--- config.mk ---
export PLATFORM = sky130hd
export DESIGN_NAME = wta_disparity_select
export DESIGN_NICKNAME = d
export VERILOG_FILES = /design/src/rtl/disparity_pkg.sv /design/src/rtl/wta_min_node.sv /design/src/rtl/wta_disparity_select.sv
export SDC_FILE = /design/constraint.sdc
export NUM_CORES = 2
export LEC_CHECK = 0
export CELL_PAD_IN_SITES_DETAIL_PLACEMENT = 1
export CELL_PAD_IN_SITES_GLOBAL_PLACEMENT = 2
export CORE_MARGIN = 3
export CORE_UTILIZATION = 29
export DETAILED_ROUTE_END_ITERATION = 16
export PLACE_DENSITY_LB_ADDON = 0.1
export SETUP_SLACK_MARGIN = 0.2
export SLEW_MARGIN = 20
export SYNTH_ARGS = -nofsm -noshare
export SYNTH_HDL_FRONTEND = slang
export SYNTH_SLANG_ARGS = --single-unit
--- constraint.sdc ---
create_clock -name clk -period 5.9 [get_ports clk]
set_input_delay 1.18 -clock clk [delete_from_list [all_inputs] [get_ports clk]]
set_output_delay 1.18 -clock clk [all_outputs]
set_load 0.02 [all_outputs]
--- src/rtl/disparity_pkg.sv ---
// Shared constants and candidate type for the disparity-map pipeline.
// wta_cand_t pairs a fused cost with the disparity index it belongs to.
package disparity_pkg;

  localparam int NUM_DISP = 256;
  localparam int COST_W   = 5;
  localparam int DISP_W   = 8;

  typedef struct packed {
    logic [COST_W-1:0] cost;
    logic [DISP_W-1:0] idx;
  } wta_cand_t;

endpackage

--- src/rtl/wta_min_node.sv ---
// Two-input min select on {cost, idx} candidates.
// The left (lower-index) input wins unless the right is strictly cheaper.
module wta_min_node
  import disparity_pkg::*;
(
  input  wta_cand_t i_a,
  input  wta_cand_t i_b,
  output wta_cand_t o_win
);

  assign o_win = (i_b.cost < i_a.cost) ? i_b : i_a;

endmodule

--- src/rtl/wta_disparity_select.sv ---
// Winner-take-all disparity select: 256-way min tree, 4-stage pipeline.
// Optional threshold flag disp_invalid when WTA_INVALID_EN is defined.
module wta_disparity_select #(
  parameter int NUM_DISP = 256,
  parameter int COST_W   = 5,
  parameter int DISP_W   = 8
`ifdef WTA_INVALID_EN
  ,
  parameter logic [4:0] INVALID_THRESH = 5'd24
`endif
) (
  input  logic                       clk,
  input  logic                       rst,
  input  logic                       clken,
  input  logic                       cost_valid,
  input  logic [NUM_DISP*COST_W-1:0] cost_fusion,
  output logic                       valid,
  output logic [DISP_W-1:0]          disparity,
  output logic [COST_W-1:0]          min_cost
`ifdef WTA_INVALID_EN
  ,
  output logic                       disp_invalid
`endif
);

  import disparity_pkg::*;

  wta_cand_t w_l0 [NUM_DISP];
  wta_cand_t w_l1 [NUM_DISP/2];
  wta_cand_t w_l2 [NUM_DISP/4];
  wta_cand_t w_l3 [NUM_DISP/8];
  wta_cand_t w_l4 [NUM_DISP/16];
  wta_cand_t w_l5 [NUM_DISP/32];
  wta_cand_t w_l6 [NUM_DISP/64];
  wta_cand_t w_l7 [NUM_DISP/128];
  wta_cand_t w_l8;

  wta_cand_t r_s1 [NUM_DISP/4];
  wta_cand_t r_s2 [NUM_DISP/16];
  wta_cand_t r_s3 [NUM_DISP/64];
  wta_cand_t r_s4;
  logic [3:0] r_vld;

  // Index is bound by position; it rides along with the cost.
  for (genvar g = 0; g < NUM_DISP; g++) begin : g_l0
    assign w_l0[g].cost = cost_fusion[g*COST_W +: COST_W];
    assign w_l0[g].idx  = DISP_W'(g);
  end

  for (genvar g = 0; g < NUM_DISP/2; g++) begin : g_l1
    wta_min_node u_n (
      .i_a   (w_l0[2*g]),
      .i_b   (w_l0[2*g+1]),
      .o_win (w_l1[g])
    );
  end

  for (genvar g = 0; g < NUM_DISP/4; g++) begin : g_l2
    wta_min_node u_n (
      .i_a   (w_l1[2*g]),
      .i_b   (w_l1[2*g+1]),
      .o_win (w_l2[g])
    );
  end

  for (genvar g = 0; g < NUM_DISP/8; g++) begin : g_l3
    wta_min_node u_n (
      .i_a   (r_s1[2*g]),
      .i_b   (r_s1[2*g+1]),
      .o_win (w_l3[g])
    );
  end

  for (genvar g = 0; g < NUM_DISP/16; g++) begin : g_l4
    wta_min_node u_n (
      .i_a   (w_l3[2*g]),
      .i_b   (w_l3[2*g+1]),
      .o_win (w_l4[g])
    );
  end

  for (genvar g = 0; g < NUM_DISP/32; g++) begin : g_l5
    wta_min_node u_n (
      .i_a   (r_s2[2*g]),
      .i_b   (r_s2[2*g+1]),
      .o_win (w_l5[g])
    );
  end

  for (genvar g = 0; g < NUM_DISP/64; g++) begin : g_l6
    wta_min_node u_n (
      .i_a   (w_l5[2*g]),
      .i_b   (w_l5[2*g+1]),
      .o_win (w_l6[g])
    );
  end

  for (genvar g = 0; g < NUM_DISP/128; g++) begin : g_l7
    wta_min_node u_n (
      .i_a   (r_s3[2*g]),
      .i_b   (r_s3[2*g+1]),
      .o_win (w_l7[g])
    );
  end

  wta_min_node u_l8 (
    .i_a   (w_l7[0]),
    .i_b   (w_l7[1]),
    .o_win (w_l8)
  );

  // Data advances on clken even for bubbles; only r_vld marks them.
  always_ff @(posedge clk or negedge rst) begin
    if (!rst) begin
      r_vld <= '0;
      r_s1  <= '{default: '0};
      r_s2  <= '{default: '0};
      r_s3  <= '{default: '0};
      r_s4  <= '0;
    end else if (clken) begin
      r_vld <= {r_vld[2:0], cost_valid};
      r_s1  <= w_l2;
      r_s2  <= w_l4;
      r_s3  <= w_l6;
      r_s4  <= w_l8;
    end
  end

`ifdef WTA_INVALID_EN
  logic r_inv;

  always_ff @(posedge clk or negedge rst) begin
    if (!rst) begin
      r_inv <= 1'b0;
    end else if (clken) begin
      r_inv <= (w_l8.cost >= INVALID_THRESH);
    end
  end

  assign disp_invalid = r_inv;
`endif

  assign valid     = r_vld[3];
  assign disparity = r_s4.idx;
  assign min_cost  = r_s4.cost;

endmodule

# Yosys cells after proc, flatten, opt, wreduce, memory -nomap -nowiden
# Cells that the tools add are included.
[word_totals] reg_bits=1109 in_bits=1284 elab_cells=681
[classes] n_lt_le_gt_ge=255 n_mux=255
[ops] operator="$mux 13" count=255
[ops] operator="$lt 5x5->1" count=255

# Longest topological paths before layout
[logic_depth] depth_word=4 depth_mapped=17 depth_no_buf=16

# Cells and area by module
# Synthesis repeated with hierarchy kept, for this count alone.
[unflattened] cells_unflattened=9993 area_unflattened_um2=125004.9
[by_module_without_submodules] module="wta_min_node (g_l1[0].u_n ...)" instances=213 cells_each=30 area_per_inst_um2=327.8 seq_area_each_um2=0.0
[by_module_without_submodules] module="wta_disparity_select" instances=1 cells_each=2343 area_per_inst_um2=41569.9 seq_area_each_um2=27751.6
[by_module_without_submodules] module="wta_min_node (g_l3[29].u_n ...)" instances=42 cells_each=30 area_per_inst_um2=324.1 seq_area_each_um2=0.0

# Worst setup path before layout
# OpenSTA, ideal clock, no wires.
[synth_path] path_kind="input to register" from="in cost_fusion[472]" to="reg r_s1[530] (netlist bit)" setup_ps=132 t_arrival_ps=4093 required_time_ps=5768 slack_ps=1676 stages=17 path_cell_list="inv_1 ha_1 a21oi_1 o21ai_1 a31oi_1 buf_2 nor2_1 a21oi_1 inv_1 ha_1 a21oi_1 nor2_1 a211oi_1 nand2b_1 nor2_1 a21oi_1 or3b_1"
[synth_via] elab_chain_len=4
[synth_rtl] item="from (decl)" line_no="wta_disparity_select.sv:16" rtl="input logic [NUM_DISP*COST_W-1:0] cost_fusion,"
[synth_rtl] item="$lt 5x5->1" line_no="wta_min_node.sv:11" rtl="assign o_win = (i_b.cost < i_a.cost) ? i_b : i_a;"
[synth_rtl] item="$mux 13 *" line_no="wta_min_node.sv:11"
[synth_rtl] item="$lt 5x5->1" line_no="wta_min_node.sv:11"
[synth_rtl] item="$mux 13 *" line_no="wta_min_node.sv:11"
[synth_rtl] item="to (signal assigned)" line_no="wta_disparity_select.sv:122" rtl="r_s1 <= w_l2;"
[synth_rtl] item="to (decl)" line_no="wta_disparity_select.sv:38" rtl="wta_cand_t r_s1 [NUM_DISP/4];"
# Every way passes the cells marked *; elsewhere a longest branch is shown, timed or not.
# A chain may end at the register's enable or synchronous reset.

# Worst setup path in the final report
[layout_path] from="in cost_fusion[812]" to="reg r_s1[308] (netlist bit)"
# Same word-level chain as after synthesis.

==> results.txt <==
total grt overflow: 0
Fillers: 28299
all-layer global routing usage: 0.229
Post-synth EDFFs: 0
die footprint: 250000 µm²
hold violation count in the final report: 0
hold wc startpoint: r_s1[677]
static leakage: 43.6 nW
Max Cap Viol: 0
Final WS setup: 1.09 ns
R2R depth: 13
path type of the worst setup path: input pin to register
Slowest cell on crit path: a31oi_1
Seq/Total Area, Yosys: 0.237
htree depth: 3
Initial Utilization: 0.293
Power, Total: 35.6 mW
R2R Path End: disparity[1]
area leader, netlist: dfrtp_1
Synth Flop Type: dfrtp_1
slew margin rel.: 0.276
antenna violations before repair: 92
vias post-DR: 68933
Rows: 180
Post-route DRC: 0
Core Area: 242000 µm²
vias in the first global route: 73252
IO Pins: 1298
Slew Limit Fails: 0
first-pass GRT wire length: 448000 µm
Worst-Margin Slew: 1.08 ns
placed cells: 12804
final setup violation count: 0
post-synthesis async set-or-reset flop share: 1.00
syn_nets: 10814
Placer Congestion: 0.863
Synth Cell Area: 70800 µm²
drt via density: 5.30
CP Data Arrival Time: 5.38 ns
Max Root-Sink Buffers: 3
setup slack at placement: 0.409 ns
Critical Path End Type: register
chip width: 500 µm
Routed WL per cell: 22.7 µm
cts bufs inserted: 92
root buffer selected by CTS: clkbuf_16
Non-Filler Instances: 13011
final WL: 295000 µm
outcome: complete, no violations
top cell family by delay on the critical path: compound AO/OA/AOI/OAI gates
FF-to-FF setup slack: 1.78 ns
Buffers on Ports: 1297
proportion of layout cells with a drive suffix above 1: 0.0679
area share of the leading cell type in the synthesized netlist: 0.237
count leader, synth: inv_1
Worst Path Buf+Inv: 3
DP HPWL: 249000 µm
Clock Skew: 0.0165 ns
slowest stage delay, CP: 0.77 ns
DR iter-0 viols: 3194
Fmax achieved: 208 MHz
largest net degree at the start of global routing: 148
Cell Pwr Density: 392 nW/µm²
Clock Sinks: 672
Clock Pin Slew Worst Setup and Hold Paths: 0.06 ns
required time of the worst setup path: 6.46 ns
post-synthesis register bit count: 672
Netlist cell types: 80
period utilization: 0.816
post-cts resize count: 0
CTS tree: yes
Post-Route Setup TNS: 0 ns
largest cells by area after synthesis: dfrtp_1 24%, ha_1 18%, mux2i_1 7.1%
crit-path most repeated cell: a21oi_1
crit-path cells: clkdlybuf4s50_1 -> inv_1 -> ha_1 -> a21oi_1 -> o21ai_1 -> a31oi_1 -> nor2_1 -> a21oi_1 -> inv_1 -> ha_1 -> a21oi_1 -> nor2_1 -> a211oi_1 -> nand2b_1 -> nor2_1 -> a21oi_1 -> or3b_1
Cells after Synth: 8510
RSZ-0062 raised after global routing: false
Die Ht: 500 µm
Clock Latency Late Sink: 0.70 ns
HP Class: register to register
r2r startpoint: r_s3[49]
Synth Warn #: 0
Mapped Avg Cell Area: 8.32 µm²
CP Launch Type: input pin
Pre-antenna DRT Iters: 5
hold endpoint: r_s1[677]
Routed Antenna Nets: 0
synth-to-layout area growth: 28.1%
WHS Path Cells: 1
Crit Path Max Fanout: 12
Max IR drop VDD: 0.282 mV
hold bufs inserted after CTS: 0
Synth top cells by count: 1045 x inv_1, 1020 x ha_1, 897 x a21oi_1, 672 x dfrtp_1, 642 x nor2_1
fin nets: 12017
Tmin final: 4.81 ns
Post-CTS Setup Inserts: 0
kinds of logic (layout without fill, tap and decap cells):
kind of cell	count (synthesis)	count (layout)	synth area share
multiplexers	746	746	0.111
other	0	41	0
buffers and inverters	1329	2604	0.0749
flip-flops	672	672	0.237
AO/OA/AOI/OAI	2420	2420	0.234
adder cells (fa/ha/maj)	1020	1020	0.180
AND/OR/NAND/NOR	2323	2323	0.161
layout make-up:
cell class | instances | area (µm²) | area share
tap | 3185 | 3990 | 0.0439
timing repair buffer | 1392 | 13900 | 0.153
clock buffer | 134 | 2810 | 0.0309
inverter | 1046 | 3930 | 0.0434
clock inverter | 32 | 469 | 0.00517
sequential | 672 | 16800 | 0.185
antenna | 41 | 103 | 0.00113
multi-input combinational | 6509 | 48700 | 0.537
worst max-delay path by stage:
| stage | slack (ns) | startpoint | to | cells past startpoint |
|---|---|---|---|---|
| after detailed placement | 0.41 | cost_fusion[812] | r_s1[308] | 17 |
| after floorplan | 1.68 | cost_fusion[472] | r_s1[530] | 17 |
| after global routing | 0.69 | cost_fusion[592] | r_s1[454] | 16 |
| after CTS | 1.18 | cost_fusion[812] | r_s1[308] | 17 |
| after global placement | 0.48 | cost_fusion[812] | r_s1[308] | 17 |
| final | 1.09 | cost_fusion[812] | r_s1[308] | 17 |
cells in the final DEF, fill, tap and decap left out, drive strengths merged, types with 95 or more instances in the layout:
cell,instances
nor3,320
nor2,642
nor2b,132
mux2,241
nand2b,164
a211oi,112
dfrtp,672
clkdlybuf4s50,1295
or3,241
a21o,295
ha,1020
o22ai,135
mux2i,505
buf,97
inv,1047
nand4,140
clkbuf,134
nand2,465
a21oi,910
o2bb2ai,95
nand3,115
o21ai,248
a31oi,118
flip-flops by register name, indices dropped and copies added, names as in the netlist:
name,cells
disparity,8
min_cost,5
r_s1,449
r_s2,159
r_s3,47
r_vld,4
power breakdown:
| group | internal [mW] | switching (mW) |
|---|---|---|
| sequential | 6.33 | 1.45 |
| combinational | 9.24 | 12.5 |
| clock | 3.80 | 2.33 |
layer usage:
metal / vias to the layer above / global-route usage / wire length (µm)
li1: 33572 / - / -
met1: 33765 / 0.279 / 128000
met2: 1206 / 0.414 / 148000
met3: 332 / 0.0393 / 12900
met4: 58 / 0.0555 / 6510
met5: - / 0 / 420
metrics by stage:
stage          cell area [µm²]   util  hold slack (ns)
2_1_floorplan            70800      -            0.439
3_3_place_gp             87300  0.361            0.460
3_5_place_dp             87300  0.361            0.465
4_1_cts                  90600  0.375            0.477
5_1_grt                  90700  0.375            0.496
6_report                 90700  0.375            0.473
(Power assumes the default switching activity.)
